## src/rtl/acc_alu_pkg.sv

```systemverilog
// Shared opcode constants and controller state encoding for the accumulator ALU.
package acc_alu_pkg;

    localparam logic [3:0] OP_AND = 4'd0;
    localparam logic [3:0] OP_ADD = 4'd1;
    localparam logic [3:0] OP_LDA = 4'd2;
    localparam logic [3:0] OP_CMA = 4'd3;
    localparam logic [3:0] OP_CIR = 4'd4;
    localparam logic [3:0] OP_CIL = 4'd5;
    localparam logic [3:0] OP_INP = 4'd6;
    localparam logic [3:0] OP_CME = 4'd7;
    localparam logic [3:0] OP_CLE = 4'd8;
    localparam logic [3:0] OP_CLA = 4'd9;
    localparam logic [3:0] OP_INC = 4'd10;

    typedef enum logic {
        ST_IDLE,
        ST_ROTATE
    } state_t;

    function automatic logic is_rot(input logic [3:0] op);
        return (op == OP_CIR) || (op == OP_CIL);
    endfunction

endpackage

```

## src/rtl/acc_alu_core.sv

```systemverilog
// Combinational next-AC/next-E for one operation or one single-position rotate step.
module acc_alu_core
    import acc_alu_pkg::*;
#(
    parameter int WIDTH  = 16,
    parameter int INPR_W = 8
) (
    input  logic [3:0]        op,
    input  logic [WIDTH-1:0]  ac,
    input  logic              e,
    input  logic [WIDTH-1:0]  dr,
    input  logic [INPR_W-1:0] inpr,
    output logic [WIDTH-1:0]  ac_nxt,
    output logic              e_nxt
);

    logic [WIDTH:0] add_sum;
    logic [WIDTH:0] inc_sum;

    // Carry-out lands in the top bit and becomes the new E.
    assign add_sum = {1'b0, ac} + {1'b0, dr};
    assign inc_sum = {1'b0, ac} + (WIDTH+1)'(1);

    always_comb begin
        ac_nxt = ac;
        e_nxt  = e;
        case (op)
            OP_AND: ac_nxt = ac & dr;
            OP_ADD: {e_nxt, ac_nxt} = add_sum;
            OP_LDA: ac_nxt = dr;
            OP_CMA: ac_nxt = ~ac;
            OP_CIR: begin
                ac_nxt = {e, ac[WIDTH-1:1]};
                e_nxt  = ac[0];
            end
            OP_CIL: begin
                ac_nxt = {ac[WIDTH-2:0], e};
                e_nxt  = ac[WIDTH-1];
            end
            OP_INP: ac_nxt = WIDTH'(inpr);
            OP_CME: e_nxt = ~e;
            OP_CLE: e_nxt = 1'b0;
            OP_CLA: ac_nxt = '0;
            OP_INC: {e_nxt, ac_nxt} = inc_sum;
            default: ;
        endcase
    end

endmodule

```

## src/rtl/acc_alu.sv

```systemverilog
// Accumulator ALU: single-cycle ops plus multi-cycle {E,AC} rotates sequenced by an IDLE/ROTATE FSM.
module acc_alu
    import acc_alu_pkg::*;
#(
    parameter int WIDTH   = 16,
    parameter int INPR_W  = 8,
    parameter int SHAMT_W = 4
) (
    input  logic               clk,
    input  logic               rst,
    input  logic               op_valid,
    output logic               op_ready,
    input  logic [3:0]         op,
    input  logic [WIDTH-1:0]   dr_in,
    input  logic [INPR_W-1:0]  inpr_in,
    input  logic [SHAMT_W-1:0] shamt,
    output logic [WIDTH-1:0]   ac_out,
    output logic               e_out,
    output logic               zero_flag,
    output logic               neg_flag,
    output logic               done
);

    state_t             state, state_nxt;
    logic [SHAMT_W-1:0] cnt, cnt_nxt;
    logic               done_nxt;
    logic [3:0]         rot_op;
    logic [3:0]         core_op;
    logic               load;
    logic               accept;
    logic [WIDTH-1:0]   ac, ac_nxt;
    logic               e, e_nxt;

    assign op_ready  = (state == ST_IDLE);
    assign accept    = op_valid && op_ready;
    assign ac_out    = ac;
    assign e_out     = e;
    assign zero_flag = (ac == '0);
    assign neg_flag  = ac[WIDTH-1];

    acc_alu_core #(.WIDTH(WIDTH), .INPR_W(INPR_W)) u_core (
        .op     (core_op),
        .ac     (ac),
        .e      (e),
        .dr     (dr_in),
        .inpr   (inpr_in),
        .ac_nxt (ac_nxt),
        .e_nxt  (e_nxt)
    );

    always_comb begin
        state_nxt = state;
        cnt_nxt   = cnt;
        done_nxt  = 1'b0;
        core_op   = op;
        load      = 1'b0;
        case (state)
            ST_IDLE: begin
                if (accept) begin
                    load = 1'b1;
                    // First step runs on the accept edge; cnt holds the steps still owed.
                    if (is_rot(op) && (shamt > SHAMT_W'(1))) begin
                        state_nxt = ST_ROTATE;
                        cnt_nxt   = shamt - SHAMT_W'(1);
                    end else begin
                        done_nxt = 1'b1;
                    end
                end
            end
            ST_ROTATE: begin
                core_op = rot_op;
                load    = 1'b1;
                cnt_nxt = cnt - SHAMT_W'(1);
                if (cnt == SHAMT_W'(1)) begin
                    state_nxt = ST_IDLE;
                    done_nxt  = 1'b1;
                end
            end
            default: state_nxt = ST_IDLE;
        endcase
    end

    always_ff @(posedge clk or posedge rst) begin
        if (rst) begin
            state <= ST_IDLE;
            cnt   <= '0;
            done  <= 1'b0;
        end else begin
            state <= state_nxt;
            cnt   <= cnt_nxt;
            done  <= done_nxt;
        end
    end

    always_ff @(posedge clk or posedge rst) begin
        if (rst) begin
            ac     <= '0;
            e      <= 1'b0;
            rot_op <= OP_CIR;
        end else begin
            if (load) begin
                ac <= ac_nxt;
                e  <= e_nxt;
            end
            if (accept)
                rot_op <= op;
        end
    end

endmodule

```

## config.mk

```make
export PLATFORM = sky130hd
export DESIGN_NAME = acc_alu
export DESIGN_NICKNAME = d
export VERILOG_FILES = /design/src/rtl/acc_alu_pkg.sv /design/src/rtl/acc_alu_core.sv /design/src/rtl/acc_alu.sv
export SDC_FILE = /design/constraint.sdc
export NUM_CORES = 1
export LEC_CHECK = 0
export CAP_MARGIN = 40
export CORE_MARGIN = 5
export CORE_UTILIZATION = 55
export CTS_BUF_LIST = sky130_fd_sc_hd__clkbuf_16
export CTS_CLUSTER_DIAMETER = 150
export DETAILED_ROUTE_END_ITERATION = 12
export GPL_ROUTABILITY_DRIVEN = 0
export MAX_ROUTING_LAYER = met4
export PLACE_DENSITY_LB_ADDON = 0.12
export SLEW_MARGIN = 25
export SYNTH_ARGS = -nofsm -noshare
export SYNTH_HDL_FRONTEND = slang
export SYNTH_SLANG_ARGS = --single-unit
```

## constraint.sdc

```tcl
create_clock -name clk -period 3.6 [get_ports clk]
set_clock_uncertainty 0.05 [all_clocks]
set_input_delay 1.08 -clock clk [delete_from_list [all_inputs] [get_ports clk]]
set_output_delay 1.08 -clock clk [all_outputs]
set_load 0.01 [all_outputs]
```

==> results of run 1 <==
==> state kept, by name, indices dropped and copies added, names as in the netlist <==
name    cells
ac_out     16
rot_op      4
done        1
state       1
cnt         4
e_out       1
==> stage by stage <==
stage | power, mW | instances | instance area (µm²)
6_report | 4.58 | 592 | 4290
5_1_grt | 4.90 | 592 | 4290
4_1_cts | 4.46 | 592 | 4270
3_5_place_dp | 4.15 | 588 | 4180
3_3_place_gp | 4.07 | 588 | 4180
2_1_floorplan | 2.92 | 444 | 3330
==> cells in the final DEF, fill, tap and decap left out, drive strengths merged, types with 10 or more instances in the layout <==
cell	count
clkdlybuf4s50	55
nand2	43
buf	42
a21oi	40
o21ai	37
nor2	36
dfrtp	26
ha	22
nand3	15
inv	15
o22ai	15
nor3	13
xnor2	11
a211oi	11
xor2	10
==> routing by layer <==
metal  routed length, µm  track usage [%]  vias up
met5                   0                -        -
met4                 680             16.3        0
met3                1280             4.61       82
met2                4980             47.3      294
met1                4380             39.1     1820
li1                    -                -     1843
==> worst reg2reg max path: stages (launching register included) <==
cell	delay, ps
dfrtp_1	830
mux2i_4	410
nor4_2	100
buf_4	150
a211oi_2	560
o221ai_1	240
a221oi_1	260
o21ai_0	140
o21a_1	120
==> power breakdown <==
group          internal, mW  switching [mW]
clock                 0.152           0.118
sequential            0.468           0.345
combinational          1.58            1.91
total                  2.20            2.37
==> logic make-up (layout without fill, tap and decap cells) <==
kind of cell	Yosys count	count (layout)	synth area share, %
DFF	27	27	20.3
adders and majority gates	23	23	8.87
buffers and inverters	43	116	5.26
muxes	14	14	4.96
and+or+nand+nor	149	149	22.1
xor gates and xnor gates	21	21	5.52
AOI/OAI and AO/OA	167	167	33.0
==> final cells by class <==
type / instances / area [µm²]
Inverter: 15 / 56.3
Timing Repair Buffer: 97 / 878
Fill cell: 483 / 1630
Sequential cell: 27 / 677
Clock buffer: 3 / 75.1
Tap cell: 75 / 93.8
Multi-Input combinational cell: 374 / 2500
Clock inverter: 1 / 7.51
==> path summary, 6_finish.rpt <==
check / start / to / slack [ps] / cells past startpoint
worst min register to register: cnt[3] / cnt[3] / 490 / 1
min in group asynchronous: rst / ac_out[12] / 1130 / 3
worst min-delay path: cnt[3] / cnt[3] / 490 / 1
max in group asynchronous: rst / rot_op[2] / 2060 / 3
worst max-delay path: dr_in[0] / e_out / 90 / 10
worst max register to register: state / ac_out[10] / 630 / 8
==> timing repair <==
item,4_1_cts,5_1_grt
resized for setup,2,5
endpoints found under the hold margin,0,0
buffers inserted,0,0
endpoints found under the setup margin,2,4
==> impl_metrics.json, run 1 <==
{
  "die_x_um": 87.8,
  "synthFlopType": "dfrtp_1",
  "hold_buffers": 0,
  "cp_cell_sequence": "clkdlybuf4s50_1 -> ha_1 -> fa_2 -> a211oi_2 -> o211ai_1 -> and4_1 -> o31a_1 -> o211ai_1 -> a21oi_1 -> mux2_2",
  "critPathCaptureType": "register",
  "core.rowCount": 28,
  "ios": 56,
  "ant_nets": 0,
  "synth-edff-count": 0,
  "wirelength_um": 11300,
  "slowest_stage": "clkdlybuf4s50_1",
  "port_buffers": 55,
  "max_freq_ghz": 0.285,
  "p_per_area_nw_per_um2": 1070,
  "critPathLaunchType": "input port",
  "cts-buffers-inserted": 3,
  "clockBufferDepth": 2,
  "syn2layout_area_growth_pct": 28.9,
  "worst_pin_slew_ps": 750,
  "dp_slack_ps": -405,
  "grt_pass1_vias": 3800,
  "initial_core_util_pct": 56.3,
  "dieArea_um2": 7710,
  "drive_gt1_share_pct": 13.5,
  "wl_per_cell_um": 19.1,
  "layout.nets": 576,
  "cap_viol_max_count": 0,
  "vias": 4039,
  "synth.most_common_cell": "nand2_1",
  "antenna_found_initial": 0,
  "yosysWarnings": 0,
  "syn_nets": 502,
  "tns_ps": 0,
  "synth_seq_area_share_pct": 20.3,
  "crit_required_ps": 3700,
  "cts_sinks": 27,
  "critPathMostFrequentCell": "o211ai_1",
  "coreArea_um2": 5920,
  "cp_max_fo": 3,
  "dp_hpwl_um": 8520,
  "rsz0062_at_grt": "no",
  "yosys_register_bits": 27,
  "grt_pass1_wl_um": 18400,
  "ys_types": 66,
  "hold_class": "register to register",
  "avgSynthCellArea_um2": 7.50,
  "via_per_inst": 6.82,
  "die-height_um": 87.8,
  "synthCells": 444,
  "clk_pin_slew_ps": 70,
  "setup_viol": 0,
  "grt_usage_pct": 30.9,
  "critical-path-top-delay-family": "compound AO/OA/AOI/OAI gates",
  "insertion_delay_ps": 270,
  "fin_crit_sh_pct": 97.4,
  "synth.top_cell.area_share_pct": 19.5,
  "n_antenna_cell": 0,
  "synth_top_cells_by_count": "nand2_1 (43), a21oi_1 (40), nor2_1 (36), o21ai_0 (36), dfrtp_1 (26)",
  "arrival_ps": 3610,
  "leakage_nw": 1.73,
  "cp_slowest_stage_delay_ps": 430,
  "path_class": "input port to register",
  "drv_slew": 0,
  "relSlewSlack_pct": 50.0,
  "outcome": "completed",
  "firstDrtPassIters": 6,
  "grt_max_degree": 28,
  "synth_area_um2": 3330,
  "async_flop_share_pct": 100,
  "path_buf_inv": 1,
  "vdd_ir_drop_max_uv": 540,
  "htree_levels": 1,
  "grt_overflow": 0,
  "utilization_pct": 72.5,
  "cts_tree": "built",
  "drc": 0,
  "setup_slack_ps": 92.8,
  "yosys-top-cells-area": "dfrtp_1 (20%), ha_1 (8.3%), a21oi_1 (6.0%)",
  "drtIter0Drc": 530,
  "synth_top_cell_by_area": "dfrtp_1",
  "hold_viol_final": 0,
  "cts_root_buffer": "clkbuf_16",
  "finalCriticalPeriod_ps": 3510,
  "hold_ws_ps": 489
}
Power figures use the tool's default switching activity.
==> run 2, diff against run 1 <==
- clock period: 3.6 -> 3.3 ns (I/O delays scaled with it)
==> run 2 against run 1 <==
Clock power grew 11%. Setup slack lost 35 ps. Core utilization grew 3.6 points. Register-to-register slack lost 160 ps. Die area is the same. Critical endpoint unchanged. Largest cell class unchanged. Largest power group unchanged.
==> impl_metrics.json, run 2 (synthesis gave the netlist of run 1 again) <==
{
  "outcome": "completed",
  "syn2layout_area_growth_pct": 35.3,
  "setup_viol": 0,
  "place_inst": 614,
  "grt_pass1_vias": 4166,
  "ant_nets": 0,
  "crit_required_ps": 3410,
  "drc": 0,
  "dieArea_um2": 7710,
  "finalCriticalPeriod_ps": 3240,
  "clockBufferDepth": 2,
  "rsz0062_at_grt": "no",
  "final_common_cell": "buf_4",
  "relSlewSlack_pct": 58.4,
  "leakage_nw": 1.86,
  "cts_tree": "built",
  "final_cell_mix": "buf_4 (69), clkdlybuf4s50_1 (53), nand2_1 (43)",
  "drv_slew": 0,
  "hold_ws_ps": 496,
  "vias": 4239,
  "cts_sinks": 27,
  "path_class": "input port to register",
  "die_x_um": 87.8,
  "grt_max_degree": 28,
  "dp_hpwl_um": 9410,
  "via_per_inst": 6.84,
  "instances_no_fill": 620,
  "port_buffers": 55,
  "cap_viol_max_count": 0,
  "grt_usage_pct": 33.1,
  "critPathCaptureType": "register",
  "firstDrtPassIters": 7,
  "initial_core_util_pct": 56.3,
  "max_freq_ghz": 0.308,
  "p_per_area_nw_per_um2": 1170,
  "register_area_um2": 678,
  "largest_reg_flops": 16,
  "antenna_found_initial": 0,
  "htree_levels": 1,
  "grt_overflow": 0,
  "clk_pin_slew_ps": 80,
  "ios": 56,
  "multiInputGateArea_um2": 2520,
  "drtIter0Drc": 568,
  "hold_viol_final": 0,
  "cts-buffers-inserted": 3,
  "vdd_ir_drop_max_uv": 684,
  "layout.nets": 603,
  "arrival_ps": 3360,
  "drive_gt1_share_pct": 18.9,
  "fin_crit_sh_pct": 98.3,
  "insertion_delay_ps": 270,
  "coreArea_um2": 5920,
  "hold_buffers": 0,
  "cp_max_fo": 3,
  "wirelength_um": 12200,
  "worst_pin_slew_ps": 624,
  "die-height_um": 87.8,
  "critPathLaunchType": "input port",
  "fillCellCount": 466,
  "core.rowCount": 28,
  "hold_class": "register to register",
  "wl_per_cell_um": 19.7,
  "cts_root_buffer": "clkbuf_16",
  "grt_pass1_wl_um": 19800
}
==> run 2: power breakdown <==
group / internal, mW / leakage [nW] / switching (mW)
sequential: 0.514 / 0.322 / 0.300
clock: 0.166 / 0.0371 / 0.133
combinational: 1.88 / 1.51 / 2.26
==> run 2: metrics by stage <==
stage	worst slack (ps)	util [%]	setup TNS [ps]	total power, mW	area, µm²
5_1_grt	0.260	76.1	0	5.61	4500
6_report	57.6	76.1	0	5.25	4510
3_3_place_gp	-509	73.8	-3150	4.63	4370
3_5_place_dp	-619	73.8	-3960	4.72	4370
2_1_floorplan	123	-	0	3.19	3330
4_1_cts	48.8	75.8	0	5.10	4490
==> run 2: layout make-up <==
class	instances	share of cell area, %
clock inverter	1	0.167
antenna	1	0.0555
sequential	27	15.0
tap	75	2.08
multi-input combinational	374	56.0
clock buffer	3	1.67
timing repair buffer	124	23.7
inverter	15	1.25
==> run 2: what timing repair did <==
item | in CTS | in global routing
setup buffers | 1 | 0
gates resized for setup | 10 | 7
pin swaps | 6 | 4
endpoints found under the setup margin | 7 | 7
==> run 2: critical path, cell delays in order <==
cell and delay (ps):
dlygate4sd2_1 250, ha_2 200, fa_2 390, a211oi_2 280, o211ai_1 180, and4_1 200
o31a_1 320, o211ai_1 180, a21oi_1 90, mux2_2 270
==> run 2: final timing paths <==
path | cells after the start | startpoint | slack (ps) | end
setup / recovery | 10 | dr_in[0] | 60 | e_out
hold / removal | 1 | cnt[3] | 500 | cnt[3]
setup reg to reg | 7 | state | 470 | ac_out[11]
hold reg to reg | 1 | cnt[3] | 500 | cnt[3]
max in group asynchronous | 3 | rst | 1830 | rot_op[2]
min in group asynchronous | 3 | rst | 1040 | cnt[2]
==> run 2: metal layers <==
layer	vias up	routed length [µm]	global-route usage, %
li1	1899	-	-
met5	-	0	-
met4	0	548	15.9
met1	1975	4680	39.4
met2	294	5650	53.6
met3	71	1320	6.30
